--- src/rtl/lcd_refresh_ctrl.sv ---
// lcd_refresh_ctrl: drives a 16x2 HD44780 character LCD in 8-bit, write-only mode.
// After reset it waits out the LCD power-up time. It then sends function set,
// display on, entry mode and clear. After that it rewrites both lines forever:
// it sets the line-1 address, writes characters 0..15, sets the line-2 address
// and writes characters 16..31.
//
// Ports
//   clk        system clock
//   rst        asynchronous reset, active low
//   char_data  character code from the upstream string source, valid 1 clk after index moves
//   index      character position requested from the upstream string source
//   lcd_e      LCD enable strobe
//   lcd_rs     register select: 0 = command, 1 = data
//   lcd_rw     read/write select, tied to write (0)
//   lcd_data   LCD data bus DB7..DB0
//   frame_done one-clock pulse when the wait after the index-31 write expires
module lcd_refresh_ctrl #(
  parameter int unsigned PWR_WAIT  = 1_000_000,
  parameter int unsigned SETUP_CYC = 4,
  parameter int unsigned E_PULSE   = 25,
  parameter int unsigned CMD_WAIT  = 2_500,
  parameter int unsigned CLR_WAIT  = 100_000
) (
  input  logic       clk,
  input  logic       rst,
  input  logic [7:0] char_data,
  output logic [4:0] index,
  output logic       lcd_e,
  output logic       lcd_rs,
  output logic       lcd_rw,
  output logic [7:0] lcd_data,
  output logic       frame_done
);

  localparam int unsigned XferMax = SETUP_CYC + E_PULSE + CLR_WAIT;
  localparam int unsigned CntMax  = (PWR_WAIT > XferMax) ? PWR_WAIT : XferMax;
  localparam int unsigned CntW    = $clog2(CntMax + 1);

  typedef enum logic [2:0] {
    StPwr, StFunc, StDisp, StEntry, StClr, StL1, StCh, StL2
  } state_e;

  state_e          state_q, state_d;
  logic [CntW-1:0] cnt_q, cnt_d;
  logic [4:0]      index_q, index_d;
  logic            lcd_e_q, lcd_e_d;
  logic            lcd_rs_q, lcd_rs_d;
  logic [7:0]      lcd_data_q, lcd_data_d;
  logic            frame_done_q, frame_done_d;
  logic            last_cyc;
  logic            xfer_d;

  function automatic logic [7:0] cmd_code(state_e st);
    logic [7:0] c;
    c = 8'h00;
    case (st)
      StFunc:  c = 8'h38;  // 8-bit bus, 2 lines, 5x8 font
      StDisp:  c = 8'h0C;  // display on, cursor off
      StEntry: c = 8'h06;  // increment, no shift
      StClr:   c = 8'h01;
      StL1:    c = 8'h80;
      StL2:    c = 8'hC0;
      default: c = 8'h00;
    endcase
    return c;
  endfunction

  // Last cycle of the current transfer. Clear display needs the long wait.
  always_comb begin
    if (state_q == StClr) begin
      last_cyc = (cnt_q == CntW'(SETUP_CYC + E_PULSE + CLR_WAIT - 1));
    end else begin
      last_cyc = (cnt_q == CntW'(SETUP_CYC + E_PULSE + CMD_WAIT - 1));
    end
  end

  always_comb begin
    state_d      = state_q;
    cnt_d        = cnt_q + CntW'(1);
    index_d      = index_q;
    frame_done_d = 1'b0;

    unique case (state_q)
      StPwr: begin
        if (cnt_q == CntW'(PWR_WAIT - 1)) begin
          state_d = StFunc;
          cnt_d   = '0;
        end
      end
      default: begin
        if (last_cyc) begin
          cnt_d = '0;
          unique case (state_q)
            StFunc:  state_d = StDisp;
            StDisp:  state_d = StEntry;
            StEntry: state_d = StClr;
            StClr:   state_d = StL1;
            StL1:    state_d = StCh;
            StL2:    state_d = StCh;
            StCh: begin
              if (index_q == 5'd15) begin
                state_d = StL2;
                index_d = 5'd16;
              end else if (index_q == 5'd31) begin
                state_d      = StL1;
                index_d      = 5'd0;
                frame_done_d = 1'b1;
              end else begin
                index_d = index_q + 5'd1;
              end
            end
            default: state_d = StPwr;
          endcase
        end
      end
    endcase
  end

  // Outputs are computed from the next state/phase so the registered values line up
  // with the phase counter: the value seen in cycle t is set at the edge entering t.
  always_comb begin
    xfer_d     = (state_d != StPwr);
    lcd_e_d    = xfer_d && (cnt_d >= CntW'(SETUP_CYC)) && (cnt_d < CntW'(SETUP_CYC + E_PULSE));
    lcd_rs_d   = lcd_rs_q;
    lcd_data_d = lcd_data_q;
    if (xfer_d && (cnt_d == CntW'(0))) begin
      lcd_rs_d = (state_d == StCh);
    end
    // index moved at t=0, so char_data has settled through t=1 before this capture.
    if (xfer_d && (cnt_d == CntW'(2))) begin
      lcd_data_d = (state_d == StCh) ? char_data : cmd_code(state_d);
    end
  end

  always_ff @(posedge clk or negedge rst) begin
    if (!rst) begin
      state_q      <= StPwr;
      cnt_q        <= '0;
      index_q      <= 5'd0;
      lcd_e_q      <= 1'b0;
      lcd_rs_q     <= 1'b0;
      lcd_data_q   <= 8'h00;
      frame_done_q <= 1'b0;
    end else begin
      state_q      <= state_d;
      cnt_q        <= cnt_d;
      index_q      <= index_d;
      lcd_e_q      <= lcd_e_d;
      lcd_rs_q     <= lcd_rs_d;
      lcd_data_q   <= lcd_data_d;
      frame_done_q <= frame_done_d;
    end
  end

  assign index      = index_q;
  assign lcd_e      = lcd_e_q;
  assign lcd_rs     = lcd_rs_q;
  assign lcd_rw     = 1'b0;
  assign lcd_data   = lcd_data_q;
  assign frame_done = frame_done_q;

endmodule

--- config.mk ---
export PLATFORM = sky130hd
export DESIGN_NAME = lcd_refresh_ctrl
export DESIGN_NICKNAME = d
export VERILOG_FILES = /design/src/rtl/lcd_refresh_ctrl.sv
export SDC_FILE = /design/constraint.sdc
export NUM_CORES = 1
export LEC_CHECK = 0
export ABC_AREA = 1
export CAP_MARGIN = 15
export CORE_ASPECT_RATIO = 0.7
export CORE_MARGIN = 5
export CORE_UTILIZATION = 40
export CTS_CLUSTER_SIZE = 8
export DETAILED_ROUTE_END_ITERATION = 10
export GPL_TIMING_DRIVEN = 0
export HOLD_SLACK_MARGIN = 0.12
export PLACE_DENSITY = 0.67
export SYNTH_ARGS = -nofsm -noshare
export SYNTH_HDL_FRONTEND = slang
export SYNTH_SLANG_ARGS = --single-unit
--- constraint.sdc ---
create_clock -name clk -period 6 [get_ports clk]
set_clock_uncertainty 0.2 [all_clocks]
set_input_delay 1.2 -clock clk [delete_from_list [all_inputs] [get_ports clk]]
set_output_delay 1.2 -clock clk [all_outputs]
set_load 0.01 [all_outputs]
==> results.md <==
- The flow ran to the end, and the final reports show no timing, DRC or antenna violations.
- Combinational logic is responsible for 2.6% of the overall power.
- Power spread over the standard cell area amounts to 135 nW/um^2.
- The remaining routing DRC violations is 0.
- The portion of synthesized area spent on multiplexers is 0%.
- Across the run, the number of max-cap violations was 0.
- After synthesis, the largest family of logic cells by area is simple AND/OR/NAND/NOR gates.
- The via count of the first global-routing pass is 2441.
- The number of pins exceeding their max-slew limit in the final report is 0.
- Of all nets on the critical path, the largest fanout is 10.
- The routed length per instance is 13.0 um.
- In this run the clock root is driven by a sky130_fd_sc_hd__clkbuf_8.
- The class of the most critical hold timing path is reg2reg.
- Setup total negative slack on the finished layout was measured at 0 ns.
- The startpoint type of the worst setup path is a flip-flop.
- Hold is met by 0.274 ns.
- The synthesized netlist devotes 45.0% of its cell area to simple gates.
- The depth of the worst hold-timing path is 2.
- The number of antenna violations at the first check in global routing is 0.
- In this run the power spent charging and discharging nets is 102 uW.
- At the pin with the least slew margin, the transition time is 0.879 ns.
- The source of the worst register-to-register timing path is cnt_q[0].
- Detailed placement finished with a half-perimeter wire length of 5790 um.
- For this design the static power due to leakage is 1.75 nW.
- The cell type contributing the most total cell area after synthesis is sky130_fd_sc_hd__dfrtp_1.
- The die covers 9110 sq um.
- The number of H-tree branching levels is 2.
- The first detailed-routing pass ran for 5 iterations.
- Ranked by instance count, the synthesized netlist is headed by sky130_fd_sc_hd__nand2_1 (119), sky130_fd_sc_hd__nor2_1 (69), sky130_fd_sc_hd__inv_1 (65).
- The final RePlAce weighted congestion is 0.939.
- The final count of hold timing violations was 0.
- The adder and majority cell fraction of the synthesized area is 2.58%.
- The power share of the clock group is 39.3%.
- The DRC marker count from the first detailed-route iteration is 180.
- Data on the critical path arrives at its endpoint at 2.75 ns.
- At the end of the flow, the number of nets in the layout was 480.
- The number of primary I/O pins is 27.
- The critical path ends at lcd_e.
- The cell area after layout is 3360 sq um.
- The final critical path time including I/O delays and setup is 2.75 ns.
- The global-route wire length before repair is 12200 um.
- After floorplanning, the core was sized to cover 7190 sq um.
- The routed via count is 2750.
- The largest net degree at the start of global routing is 40.
- The critical setup path kind is reg2reg.
- The period utilization is 45.8%.
- Among all flip-flop cells after synthesis, the most frequent one is sky130_fd_sc_hd__dfrtp_1.
- The worst register-to-register path has a depth of 14.
- The synthesized netlist devotes 6.32% of its cell area to compound gates.
- The count of non-filler cells in the finished layout is 563.
- The number of hold buffers added after CTS was 0.
- After clock tree synthesis, the clock-pin slew on the worst setup and hold paths is 0.08 ns.
- The utilization of the core after routing is 46.7%.
- The top achievable clock speed is 0.364 GHz.
- The placed standard-cell area is 3280 sq um.
- The final-layout fill cell count is 711.
- The endpoint identified for the worst register-to-register timing path is lcd_e.
- Once detail routing completed, the nets flagged for antenna violations numbered 0.
- The mean instance size in the synthesized netlist is 6.73 sq um.
- The layout cell share with drive strength beyond 1 is 11.2%.
- The XOR/XNOR share of the synthesized area is 2.11%.
- The residual overflow from global routing is 0.
- The number of placed instances, taps included is 555.
- The total wire length is 7310 um.
- The clock drives 39 sinks.
- The share of total power dissipated in sequential elements is 58.1%.
- For flop-to-flop paths, the worst setup slack is 3.25 ns.
- The total number of placement rows is 26.
- Counting flops with an async set or reset pin after synthesis yields a share of 100%.
- The synthesis warning total is 0.
- The antenna diode count is 0.
- Counting every instance in the synthesized netlist gives 432.
- Global routing used 16.8% of the available tracks.
- The total of buffers placed on input and output ports is 25.
- The sequential share of the synthesized area is 33.5%.
- Counting flops with a built-in enable in the synthesized netlist gives 0.
- The kind of capture point of the worst setup path is a flip-flop.
- The flip-flop and latch count after synthesis is 39.
- The number of setup buffers added after CTS is 0.
- The clock passes through at most 2 buffers.
- The number of nets in the synthesized netlist is 448.
- The maximum VDD drop is 0.0658 mV.
- TritonCTS built the clock tree.
- The initial core utilization is 40.5%.
- The count of cells resized by post-cts repair is 0.
- The worst path meets setup with 3.25 ns of slack.
- Net switching is 22.7% of the power.
- The clock insertion delay at the later pin of the skew report is 0.30 ns.
- The relative slew slack is 41.4%.
- Setup repair after global routing left no endpoint under its margin.
- Counting distinct cell types in the post-synthesis netlist gives 34.
- The most frequent cell after synthesis is sky130_fd_sc_hd__nand2_1.
- The mapped netlist covers 2910 sq um.
- Dividing the detail-routed via count by the number of cells gives 4.88.
- Internal power comes to 350 uW.
- The fraction of synthesized cell area taken by the top area cell type is 33.5%.
- The post-synthesis to final-layout area growth is 15.4%.
- The design draws 452 uW.
- The overall die width is 112 um.
- The die is 81.4 um tall.
- In the post-synthesis netlist, the biggest area contributors are sky130_fd_sc_hd__dfrtp_1 (34%), sky130_fd_sc_hd__nand2_1 (15%), sky130_fd_sc_hd__nor2_1 (8.9%).
- The total of endpoints with negative setup slack in the final report is 0.
- TritonCTS created 5 clock buffers.
- Data on the critical path is required at its endpoint by 6.00 ns.
- Tracing the worst setup path back leads to its startpoint at cnt_q[0].
- At the placement stage, the worst setup path has a slack of 3.31 ns.
layout make-up:
class / count / area (sq um) / share of cell area [%]
Buffer: 3 / 30.0 / 0.894
Multi-Input combinational cell: 319 / 1630 / 48.7
Tap cell: 98 / 123 / 3.65
Inverter: 71 / 269 / 8.01
Clock inverter: 1 / 5.00 / 0.149
Timing Repair Buffer: 25 / 245 / 7.30
Sequential cell: 39 / 976 / 29.1
Clock buffer: 7 / 76.3 / 2.27
power groups by stage:
stage	clock, mW	sequential (mW)	combinational [mW]
after detailed placement	0	0.268	0.0123
final	0.178	0.263	0.0117
after global placement	0	0.268	0.0125
after global routing	0.194	0.263	0.0134
after floorplan	0	0.268	0.000879
after CTS	0.183	0.263	0.0123
cell families after synthesis:
kind of cell             count (synthesis)
AO/OA/AOI/OAI                           28
XOR/XNOR                                 7
adder cells (fa/ha/maj)                  6
buffers and inverters                   74
flip-flops                              39
other                                    1
AND/OR/NAND/NOR                        277
metal layers:
metal / vias up / share of wire (%) / global-route usage [%]
met4: 0 / 0.70 / 3.36
met3: 7 / 9.0 / 5.51
li1: 1412 / - / -
met1: 1237 / 53 / 25.6
met2: 94 / 38 / 22.7
met5: - / 0 / 0
worst min path at each step:
stage / startpoint / end
2_1_floorplan: lcd_data[0] / lcd_data[0]
3_3_place_gp: lcd_data[7] / lcd_data[7]
3_5_place_dp: lcd_data[6] / lcd_data[6]
4_1_cts: lcd_data[6] / lcd_data[6]
5_1_grt: lcd_data[4] / lcd_data[4]
6_report: lcd_data[6] / lcd_data[6]
flip-flops by register name, summed over array words and instances, names as in the netlist:
name        flops
index           5
frame_done      1
state_q         3
lcd_rs          1
lcd_data        8
cnt_q          20
lcd_e           1
worst max-delay path, cell delays in order, from the launching register on:
cell and delay, ns:
sky130_fd_sc_hd__dfrtp_1 0.49, sky130_fd_sc_hd__ha_1 0.26, sky130_fd_sc_hd__nand2_1 0.12, sky130_fd_sc_hd__inv_2 0.10
sky130_fd_sc_hd__nand2_2 0.10, sky130_fd_sc_hd__nor3_4 0.19, sky130_fd_sc_hd__nand2_4 0.13, sky130_fd_sc_hd__buf_6 0.17
sky130_fd_sc_hd__nand3_1 0.10, sky130_fd_sc_hd__nand2_1 0.08, sky130_fd_sc_hd__nor2_2 0.21, sky130_fd_sc_hd__nand3_2 0.15
sky130_fd_sc_hd__inv_4 0.15, sky130_fd_sc_hd__nand2_1 0.08, sky130_fd_sc_hd__nor3_2 0.15
cells in the final DEF (no fill, tap or decap), types with 2 or more instances in the layout:
master                            synthesis  routed
sky130_fd_sc_hd__a21oi_1                  6       6
sky130_fd_sc_hd__buf_6                    2       2
sky130_fd_sc_hd__clkbuf_1                 0       2
sky130_fd_sc_hd__clkbuf_8                 0       5
sky130_fd_sc_hd__clkdlybuf4s50_1          0      24
sky130_fd_sc_hd__dfrtp_1                 39      39
sky130_fd_sc_hd__ha_1                     6       6
sky130_fd_sc_hd__inv_1                   65      65
sky130_fd_sc_hd__inv_2                    5       5
sky130_fd_sc_hd__nand2_1                119     119
sky130_fd_sc_hd__nand2_2                 10      10
sky130_fd_sc_hd__nand2_4                  3       3
sky130_fd_sc_hd__nand3_1                 40      40
sky130_fd_sc_hd__nand3_2                  2       2
sky130_fd_sc_hd__nand3_4                  2       2
sky130_fd_sc_hd__nand3b_1                 2       2
sky130_fd_sc_hd__nand4_1                  8       8
sky130_fd_sc_hd__nor2_1                  69      69
sky130_fd_sc_hd__nor2_2                   7       7
sky130_fd_sc_hd__nor2_4                   4       4
sky130_fd_sc_hd__nor3_1                   6       6
sky130_fd_sc_hd__nor3_2                   2       2
sky130_fd_sc_hd__o211ai_1                 4       4
sky130_fd_sc_hd__o211ai_2                 2       2
sky130_fd_sc_hd__o21ai_0                 10      10
sky130_fd_sc_hd__o22ai_1                  2       2
sky130_fd_sc_hd__xor2_1                   7       7
Note: power is estimated with default switching activity, not from simulation.
